## config.mk

```make
export PLATFORM = sky130hd
export DESIGN_NAME = load_store_unit
export DESIGN_NICKNAME = d
export VERILOG_FILES = /design/src/rtl/load_store_unit_pkg.sv /design/src/rtl/load_store_unit_align.sv /design/src/rtl/load_store_unit.sv
export SDC_FILE = /design/constraint.sdc
export NUM_CORES = 1
export LEC_CHECK = 0
export ABC_AREA = 0
export BUFFER_PORTS_ARGS = -buffer_cell sky130_fd_sc_hd__buf_2
export CAP_MARGIN = 10
export CORE_ASPECT_RATIO = 1.1
export CORE_MARGIN = 3
export CORE_UTILIZATION = 40
export DETAILED_ROUTE_END_ITERATION = 6
export GPL_ROUTABILITY_DRIVEN = 1
export PLACE_DENSITY = 0.67
export SYNTH_ARGS = -nofsm -noshare
export SYNTH_HDL_FRONTEND = slang
export SYNTH_HIERARCHICAL = 1
export SYNTH_SLANG_ARGS = --single-unit
```

## constraint.sdc

```tcl
create_clock -name clk -period 2.8 [get_ports clk]
set_clock_uncertainty 0.2 [all_clocks]
set_input_delay 0.56 -clock clk [delete_from_list [all_inputs] [get_ports clk]]
set_output_delay 0.56 -clock clk [all_outputs]
set_load 0.1 [all_outputs]
```

## src/rtl/load_store_unit_pkg.sv

```systemverilog
// ---------------------------------------------------------------------------
// load_store_unit_pkg
// Shared RV32I types and constants for the MEM-stage load/store unit.
//   rv32i_word / rv32i_reg / rv32i_mem_wmask : datapath, register, byte-mask
//   load_funct3_t / store_funct3_t           : funct3 encodings for loads/stores
//   lsu_state_t                              : load/store unit FSM states
//   WMASK_B / WMASK_H / WMASK_W              : unshifted byte-enable patterns
// ---------------------------------------------------------------------------
package load_store_unit_pkg;

    typedef logic [31:0] rv32i_word;
    typedef logic [4:0]  rv32i_reg;
    typedef logic [3:0]  rv32i_mem_wmask;

    typedef enum logic [2:0] {
        LB  = 3'b000,
        LH  = 3'b001,
        LW  = 3'b010,
        LBU = 3'b100,
        LHU = 3'b101
    } load_funct3_t;

    typedef enum logic [2:0] {
        SB = 3'b000,
        SH = 3'b001,
        SW = 3'b010
    } store_funct3_t;

    typedef enum logic {
        IDLE = 1'b0,
        BUSY = 1'b1
    } lsu_state_t;

    localparam rv32i_mem_wmask WMASK_B = 4'b0001;
    localparam rv32i_mem_wmask WMASK_H = 4'b0011;
    localparam rv32i_mem_wmask WMASK_W = 4'b1111;

endpackage

```

## src/rtl/load_store_unit_align.sv

```systemverilog
// ---------------------------------------------------------------------------
// lsu_align
// Purely combinational lane logic for the load/store unit.
//   funct3     in  : access size (bits 1:0) and unsigned flag (bit 2)
//   offset     in  : byte offset within the word (addr[1:0])
//   store_data in  : rs2 value
//   load_word  in  : raw word returned by memory
//   mask       out : byte enables, shifted to the addressed lanes
//   lane_data  out : store data replicated across all lanes
//   load_data  out : extracted and sign/zero-extended load result
//   misaligned out : halfword at offset 3 or word at non-zero offset
// ---------------------------------------------------------------------------
module lsu_align
    import load_store_unit_pkg::*;
(
    input  logic [2:0]     funct3,
    input  logic [1:0]     offset,
    input  rv32i_word      store_data,
    input  rv32i_word      load_word,
    output rv32i_mem_wmask mask,
    output rv32i_word      lane_data,
    output rv32i_word      load_data,
    output logic           misaligned
);

    // Addressed byte moved down to lane 0; bytes beyond the word end read
    // as zero, so a straddling access only sees its in-word bytes.
    rv32i_word shifted;

    always_comb begin
        shifted    = load_word >> {offset, 3'b000};
        mask       = WMASK_W;
        lane_data  = store_data;
        load_data  = shifted;
        misaligned = 1'b0;
        case (funct3[1:0])
            2'b00: begin
                mask      = WMASK_B << offset;
                lane_data = {4{store_data[7:0]}};
                load_data = funct3[2] ? {24'h0, shifted[7:0]}
                                      : {{24{shifted[7]}}, shifted[7:0]};
            end
            2'b01: begin
                // Shift result stays 4 bits wide: sh at offset 3 -> 4'b1000.
                mask       = WMASK_H << offset;
                lane_data  = {2{store_data[15:0]}};
                load_data  = funct3[2] ? {16'h0, shifted[15:0]}
                                       : {{16{shifted[15]}}, shifted[15:0]};
                misaligned = (offset == 2'd3);
            end
            default: begin
                mask       = WMASK_W;
                lane_data  = store_data;
                load_data  = shifted;
                misaligned = (offset != 2'd0);
            end
        endcase
    end

endmodule

```

## src/rtl/load_store_unit.sv

```systemverilog
// ---------------------------------------------------------------------------
// load_store_unit
// MEM-stage data-memory interface of the pipelined RV32I core. Takes the
// EX/MEM control word, issues one registered request to data memory, stalls
// the pipeline until the response, and returns extended load data to MEM/WB.
//
// Optional build macro: LSU_MISALIGN_TRAP_EN -- when defined, misaligned
// halfword/word accesses are refused at accept and reported on err_o.
//
// Ports:
//   clk, rst_n                 : clock, asynchronous active-low reset
//   req_valid/read/write       : EX/MEM instruction valid and memory controls
//   req_funct3/addr/wdata/rd   : access size, byte address, rs2, destination
//   flush                      : squash the current instruction
//   stall                      : freeze upstream stages
//   dmem_read/write/address/wdata/byte_enable : registered memory request
//   dmem_resp, dmem_rdata      : memory completion and raw read word
//   wb_valid, wb_rd, wb_data   : one-cycle load result to MEM/WB
//   err_o                      : one-cycle misalign or timeout pulse
// ---------------------------------------------------------------------------
module load_store_unit
    import load_store_unit_pkg::*;
#(
    parameter int          ADDR_W      = 32,
    parameter int unsigned TIMEOUT_CYC = 0
) (
    input  logic              clk,
    input  logic              rst_n,
    input  logic              req_valid,
    input  logic              req_read,
    input  logic              req_write,
    input  logic [2:0]        req_funct3,
    input  logic [ADDR_W-1:0] req_addr,
    input  rv32i_word         req_wdata,
    input  rv32i_reg          req_rd,
    input  logic              flush,
    output logic              stall,
    output logic              dmem_read,
    output logic              dmem_write,
    output logic [ADDR_W-1:0] dmem_address,
    output rv32i_word         dmem_wdata,
    output rv32i_mem_wmask    dmem_byte_enable,
    input  logic              dmem_resp,
    input  rv32i_word         dmem_rdata,
    output logic              wb_valid,
    output rv32i_reg          wb_rd,
    output rv32i_word         wb_data,
    output logic              err_o
);

`ifdef LSU_MISALIGN_TRAP_EN
    localparam bit TRAP_EN = 1'b1;
`else
    localparam bit TRAP_EN = 1'b0;
`endif

    // Memory handshake: dmem_read/dmem_write and the address/data/mask are
    // registered at accept and held unchanged until the cycle in which memory
    // raises dmem_resp; that cycle completes the transfer, and the request
    // lines drop at the following edge, leaving at least one idle cycle.

    lsu_state_t     state;
    lsu_state_t     state_next;
    logic [2:0]     lat_funct3;
    logic [1:0]     lat_off;
    logic           lat_load;
    rv32i_reg       lat_rd;
    logic           squashed;
    logic [31:0]    to_cnt;

    logic           mem_op;
    logic           trap;
    logic           accept;
    logic           timeout_hit;
    logic [2:0]     sel_funct3;
    logic [1:0]     sel_off;
    rv32i_mem_wmask mask;
    rv32i_word      lane_data;
    rv32i_word      load_data;
    logic           misaligned;

    // In IDLE the aligner sees the incoming request (store lanes, mask,
    // misalign check); in BUSY it sees the latched access for load extraction.
    assign sel_funct3 = (state == BUSY) ? lat_funct3 : req_funct3;
    assign sel_off    = (state == BUSY) ? lat_off    : req_addr[1:0];

    lsu_align u_align (
        .funct3     (sel_funct3),
        .offset     (sel_off),
        .store_data (req_wdata),
        .load_word  (dmem_rdata),
        .mask       (mask),
        .lane_data  (lane_data),
        .load_data  (load_data),
        .misaligned (misaligned)
    );

    assign mem_op = (state == IDLE) && req_valid && (req_read || req_write) && !flush;
    assign trap   = TRAP_EN && mem_op && misaligned;
    assign accept = mem_op && !trap;

    assign timeout_hit = (TIMEOUT_CYC != 0) && (state == BUSY) && !dmem_resp &&
                         (to_cnt == TIMEOUT_CYC - 32'd1);

    // State register
    always_ff @(posedge clk or negedge rst_n) begin
        if (!rst_n) state <= IDLE;
        else        state <= state_next;
    end

    // Next-state logic
    always_comb begin
        state_next = state;
        case (state)
            IDLE:    if (accept)    state_next = BUSY;
            BUSY:    if (dmem_resp) state_next = IDLE;
            default:                state_next = IDLE;
        endcase
    end

    // Output logic
    always_comb begin
        stall = 1'b0;
        case (state)
            IDLE:    stall = accept;
            BUSY:    stall = !dmem_resp;
            default: stall = 1'b0;
        endcase
    end

    // Request, latch and result registers
    always_ff @(posedge clk or negedge rst_n) begin
        if (!rst_n) begin
            dmem_read        <= 1'b0;
            dmem_write       <= 1'b0;
            dmem_address     <= '0;
            dmem_wdata       <= '0;
            dmem_byte_enable <= '0;
            lat_funct3       <= '0;
            lat_off          <= '0;
            lat_load         <= 1'b0;
            lat_rd           <= '0;
            squashed         <= 1'b0;
            to_cnt           <= '0;
            wb_valid         <= 1'b0;
            wb_rd            <= '0;
            wb_data          <= '0;
            err_o            <= 1'b0;
        end else begin
            wb_valid <= 1'b0;
            err_o    <= trap || timeout_hit;
            if (accept) begin
                // Read wins when both controls are set.
                dmem_read        <= req_read;
                dmem_write       <= req_write && !req_read;
                dmem_address     <= {req_addr[ADDR_W-1:2], 2'b00};
                dmem_wdata       <= lane_data;
                dmem_byte_enable <= mask;
                lat_funct3       <= req_funct3;
                lat_off          <= req_addr[1:0];
                lat_load         <= req_read;
                lat_rd           <= req_rd;
                squashed         <= 1'b0;
                to_cnt           <= '0;
            end else if (state == BUSY) begin
                // A flush cannot abort memory, only the write-back.
                if (flush) squashed <= 1'b1;
                if (dmem_resp) begin
                    dmem_read  <= 1'b0;
                    dmem_write <= 1'b0;
                    if (lat_load && !squashed && !flush) begin
                        wb_valid <= 1'b1;
                        wb_rd    <= lat_rd;
                        wb_data  <= load_data;
                    end
                end else if (to_cnt != TIMEOUT_CYC) begin
                    to_cnt <= to_cnt + 32'd1;
                end
            end
        end
    end

endmodule

```

==> results of run 1 <==
repair_timing:
item | in CTS | in global routing
buffers inserted | 0 | 0
gates resized for setup | 0 | 0
endpoints found under the hold margin | 34 | 0
hold buffers | 1 | 0
layout make-up:
cell class,count,area (um2),area share
sequential,119,2980,0.386
multi-input combinational,288,2610,0.338
timing repair buffer,234,1260,0.163
clock buffer,24,502,0.0651
tap,192,240,0.0312
clock inverter,8,118,0.0153
inverter,2,7.51,0.000974
flip-flops by register name, summed over array words and instances (netlist names):
register,cells
dmem_read,1
wb_rd,5
lat_rd,5
lat_funct3,3
dmem_write,1
dmem_wdata,32
lat_load,1
squashed,1
wb_valid,1
dmem_byte_enable,4
wb_data,32
lat_off,2
state,1
dmem_address,30
power by group through the flow:
stage	logic (W)	registers (W)	clock network (W)
after detailed placement	0.00538	0.00256	0
after global placement	0.00533	0.00253	0
after global routing	0.00552	0.00261	0.00237
after floorplan	0.000936	0.00605	0
final	0.00535	0.00254	0.00226
after CTS	0.00539	0.00254	0.00231
per-layer routing:
layer	global-route usage	wire [um]	vias up	share of wire
met3	0.0735	1580	30	0.10
met2	0.320	7510	207	0.49
li1	-	-	2013	-
met5	0	0	-	0
met1	0.222	5860	2133	0.38
met4	0.0778	369	0	0.024
how the worst min path moves through the flow:
stage | slack (ps) | startpoint | end | cells past startpoint
5_1_grt | 170 | req_rd[4] | lat_rd[4] | 2
3_5_place_dp | 270 | wb_rd[3] | wb_rd[3] | 1
3_3_place_gp | 260 | wb_rd[2] | wb_rd[2] | 1
4_1_cts | 150 | req_addr[26] | dmem_address[26] | 2
2_1_floorplan | 60 | rst_n | dmem_address[10] | 0
6_report | 180 | req_addr[26] | dmem_address[26] | 2
metrics by stage:
| step | setup WS (ps) | area, um2 | hold slack [ps] | cells |
|---|---|---|---|---|
| floorplan | 113 | 5930 | 64.4 | 455 |
| global placement | 288 | 7080 | 263 | 834 |
| detailed placement | 229 | 7080 | 274 | 834 |
| CTS | 165 | 7710 | 152 | 867 |
| global route | 69.5 | 7710 | 166 | 867 |
| finish | 142 | 7710 | 176 | 867 |
worst max-delay path, delay by kind of cell, from the launching register on:
kind / cells / cell delay, ps
mux: 3 / 1160
buf+inv: 1 / 250
flops: 1 / 550
compound gates: 2 / 360
==> summary.md, run 1 <==
| Metric | Value |
|---|---|
| Run status | complete, no violations |
| Slew headroom | 0.583 |
| Share of layout cells above drive strength 1 | 0.597 |
| First-pass GRT wire length | 24400 um |
| RSZ-0062 raised after global routing | no |
| CTS Buf Count | 17 |
| Worst-path maximum fanout | 16 |
| DRC | 0 |
| Vias in the first global route | between 4000 and 5000 |
| Type of the worst setup path | reg -> reg |
| Chip Height | 134 um |
| Cell Pwr Density | 1320 nW/um2 |
| Startpoint types | flip-flop |
| Core area | 14400 um2 |
| Antenna viol nets, final | 0 |
| IO Port Bufs | 217 |
| Maximum Capacitance Violations | 0 |
| Worst EP required | 2880 ps |
| # H-tree levels | 4 |
| Switch share | 0.534 |
| DR WL/cell | 17.7 um |
| Worst Tran Pin Value | 624 ps |
| Hold Vio Cnt, Final | 0 |
| HP Class | in -> reg |
| Pwr Total | roughly 0.01 W |
| Routability congestion estimate | 0.838 |
| Critical path arrival | 2730 ps |
| DRT Pass-1 Iters | 4 |
| Clk slew on worst S/H paths | 50 ps |
| Hpwl dp | 11600 um |
| Initial Util | 0.410 |
| P&R area growth vs syn | 30.1% |
| Util after Layout | 0.534 |
| Layout net count | ~770 |
| Final setup viols | 0 |
| Iteration-0 DRC Markers | 210 |
| CTS tree | yes |
| Filler cells | 1266 |
| Gr ovfl total | 0 |
| CP endpoint | wb_data[23] |
| TritonCTS Sinks | around 120 |
| Pint | 0.00473 W |
| P_sw | 0.00542 W |
| Peak supply drop | a little over 800 uV |
| Logic gate share of total power | 0.527 |
| Syn avg cell area | around 13 um2 |
| CTS root buf | clkbuf_16 |
| Die area | 16300 um2 |
| Core Rows | 46 |
| DR vias | roughly 4400 |
| CP Launch Point | state |
| Ys Warns | 6 |
| Mapped Area | 5920 um2 |
| Commonest non-fill, non-tap cell in the layout | buf_2 |
| Ports | 221 |
| Final Max Tran Viols | 0 |
| Post-layout minimum cycle time | 2660 ps |
| Post-Route WL | 15300 um |
| RR Endpoint | wb_data[23] |
| Post-Route Setup TNS | 0 ps |
| Max Freq | 376 MHz |
| Setup slack, reg-to-reg | between 100 and 150 ps |
| Period utilization | 0.949 |
| Max stage delay on crit path | 550 ps |
| Crit-path cells | mux2_2 > mux2_4 > a32oi_4 > buf_4 > o211ai_2 > mux2_1 |
| Register share of total power | 0.250 |
| Vias per inst | 5.06 |
| CTS max path bufs | 2 |
| Worst r2r path cells | 6 |
| Total Routing Usage GR | 0.192 |
| Pin count of the biggest net entering global routing | 56 |
| Reg2reg start | state |
| CP Capture Type | flip-flop |
| Diode count | 0 |
| Antenna violations before repair | 0 |
| Clock power share | 0.223 |
| DIE WIDTH | 122 um |
| Gate Count Post-Synth | between 400 and 500 |
| Worst skew pair latency | 410 ps |
| CP max-delay cell | dfrtp_1 |
| Commonest non-fill, non-tap cells in the layout | buf_2 (215), mux2_2 (124), dfrtp_1 (119) |
| LEAKAGE | 3.78 nW |
Note: power is estimated with default switching activity, not from simulation.
==> run 2, diff against run 1 <==
CORE_UTILIZATION = 50   (was 40)
PLACE_DENSITY = 0.81   (was 0.67)
SKIP_LAST_GASP = 1   (was not set)
==> summary.md, run 2 (synthesized netlist as in run 1, its figures left out) <==
| Metric | Value |
|---|---|
| Startpoint types | flip-flop |
| Area after DPL | 7040 um2 (-0.57%) |
| Total Routing Usage GR | 0.238 (+0.0455) |
| Max Freq | 383 MHz (+1.8%) |
| Commonest non-fill, non-tap cell in the layout | buf_2 |
| Vias per inst | 5.27 (+4.2%) |
| CTS Buf Count | 17 (unchanged) |
| Die area | 13200 um2 (-19%) |
| Setup slack, reg-to-reg | 190 ps (+50 ps) |
| First-pass GRT wire length | 24000 um (-1.7%) |
| IO Port Bufs | 217 (unchanged) |
| Period utilization | 0.932 (-0.0169) |
| Design area | 7590 um2 (-1.5%) |
| Initial Util | 0.513 (+0.103) |
| Final std cells w/o fill | 825 (-4.8%) |
| Cell Pwr Density | 1300 nW/um2 (-1.4%) |
| Slew headroom | 0.596 (+0.0125) |
| TritonCTS Sinks | 119 (unchanged) |
| Post-Route Setup TNS | 0 ps (unchanged) |
| Dpl cells | 792 (-5.0%) |
| Worst EP required | 2880 ps (about the same) |
| LEAKAGE | 3.73 nW (-1.2%) |
| Routability congestion estimate | 0.828 (-1.1%) |
| Peak supply drop | 902 uV (+8.4%) |
| Commonest non-fill, non-tap cells in the layout | buf_2 (215), mux2_2 (124), dfrtp_1 (119) |
| DR WL/cell | 18.4 um (+4.4%) |
| DRT Pass-1 Iters | 4 (unchanged) |
| Core Rows | 41 (-11%) |
| Final Max Tran Viols | 0 (unchanged) |
| CTS root buf | clkbuf_16 |
| Antenna violations before repair | 0 (unchanged) |
| Diode count | 0 (unchanged) |
| Critical path arrival | 2690 ps (-40 ps) |
| Hold depth | 2 (unchanged) |
| CTS tree | yes |
| P&R area growth vs syn | 28.2% |
| Run status | complete, no violations |
| Core area | 11500 um2 (-20%) |
| Registers with the most flip-flops | dmem_wdata: 32 flops, wb_data: 32 flops, dmem_address: 30 flops |
| Hpwl dp | 11300 um (-2.2%) |
| Worst r2r path cells | 6 (unchanged) |
| RR Endpoint | wb_data[28] |
| HP Class | in -> reg |
| # H-tree levels | 4 (unchanged) |
| Hold EP | dmem_address[2] |
| Type of the worst setup path | reg -> reg |
| CP Capture Type | flip-flop |
| Filler cells | 899 (-29%) |
| Maximum Capacitance Violations | 0 (unchanged) |
| Critical hold path startpoint | req_addr[2] |
| Gr ovfl total | 0 (unchanged) |
| Worst-path maximum fanout | 16 (unchanged) |
| CTS max path bufs | 2 (unchanged) |
| DR vias | 4346 (-0.84%) |
| Pin count of the biggest net entering global routing | 57 (+1.8%) |
| Antenna viol nets, final | 0 (unchanged) |
| Iteration-0 DRC Markers | 184 (-12%) |
| Reg2reg start | state |
| PnR worst setup slack | 190 ps (+47.3 ps) |
| Worst skew pair latency | 400 ps (about the same) |
| Share of layout cells above drive strength 1 | 0.599 (+0.00148) |
| Worst Tran Pin Value | 604 ps (-20.0 ps) |
| Post-Place Setup Slack | 212 ps (-17.6 ps) |
| Post-Route WL | 15200 um (-0.68%) |
| Hold Vio Cnt, Final | 0 (unchanged) |
| Ports | 221 (unchanged) |
| Final setup viols | 0 (unchanged) |
| DRC | 0 (unchanged) |
| DIE WIDTH | 110 um (-10%) |
| Vias in the first global route | 4737 (-1.5%) |
| Layout net count | 773 (unchanged) |
| Chip Height | 120 um (-10%) |
| Setup Buffers After CTS | 0 (unchanged) |
| RSZ-0062 raised after global routing | no |
| Hold_ws | 189 ps (+13.2 ps) |
| Clk slew on worst S/H paths | 60 ps (about the same) |
| Post-layout minimum cycle time | 2610 ps (-47.3 ps) |
==> run 2: changes by cell type in the layout (fill, tap and decap cells not counted) <==
cell	previous run	this run
clkbuf_8	5	3
clkinv_4	0	1
buf_4	15	14
bufinv_16	3	0
inv_6	0	1
clkbuf_1	2	1
clkinvlp_4	1	5
buf_12	3	4
==> run 2: worst max-delay path: stages, from the launching register on <==
cell and delay (ps):
dfrtp_1 570, mux2_2 440, mux2_4 350, a32oi_4 220, buf_4 250, o211ai_1 130, mux2_1 330
==> run 2: how the worst max path moves through the flow <==
stage,startpoint,to
5_1_grt,state,wb_data[17]
3_3_place_gp,req_addr[0],wb_data[27]
6_report,state,wb_data[28]
4_1_cts,state,wb_data[28]
2_1_floorplan,dmem_resp,stall
3_5_place_dp,req_addr[0],wb_data[28]
==> run 2: timing repair <==
item | CTS | global route
gates resized for setup | 0 | 0
endpoints found under the hold margin | 36 | 0
hold buffers | 1 | 0
==> run 2: final cells by class <==
type / instances / area (um2) / area share
sequential: 119 / 2980 / 0.392
multi-input combinational: 288 / 2610 / 0.343
inverter: 2 / 7.51 / 0.000988
clock inverter: 11 / 75.1 / 0.00988
tap: 150 / 188 / 0.0247
timing repair buffer: 234 / 1270 / 0.167
clock buffer: 21 / 470 / 0.0619
==> run 2: layer usage <==
metal	up-vias	track usage	wire length, um
li1	2002	-	-
met1	2122	0.272	5770
met2	204	0.411	7820
met3	18	0.0812	1360
met4	0	0.0795	266
met5	-	0	0
==> run 2: per-stage QoR <==
stage          power, W  utilization
5_1_grt          0.0102        0.658
6_report        0.00986        0.658
2_1_floorplan   0.00699            -
3_3_place_gp    0.00784        0.610
3_5_place_dp    0.00793        0.610
4_1_cts         0.00993        0.658
==> run 2: power breakdown <==
group / total (W) / internal, W / leakage [nW] / switching [W]
Combinational: 0.00536 / 0.000977 / 2.01 / 0.00439
Clock: 0.00196 / 0.00120 / 0.257 / 0.000766
Sequential: 0.00254 / 0.00225 / 1.46 / 0.000293
Total: 0.00986 / 0.00442 / 3.73 / 0.00544
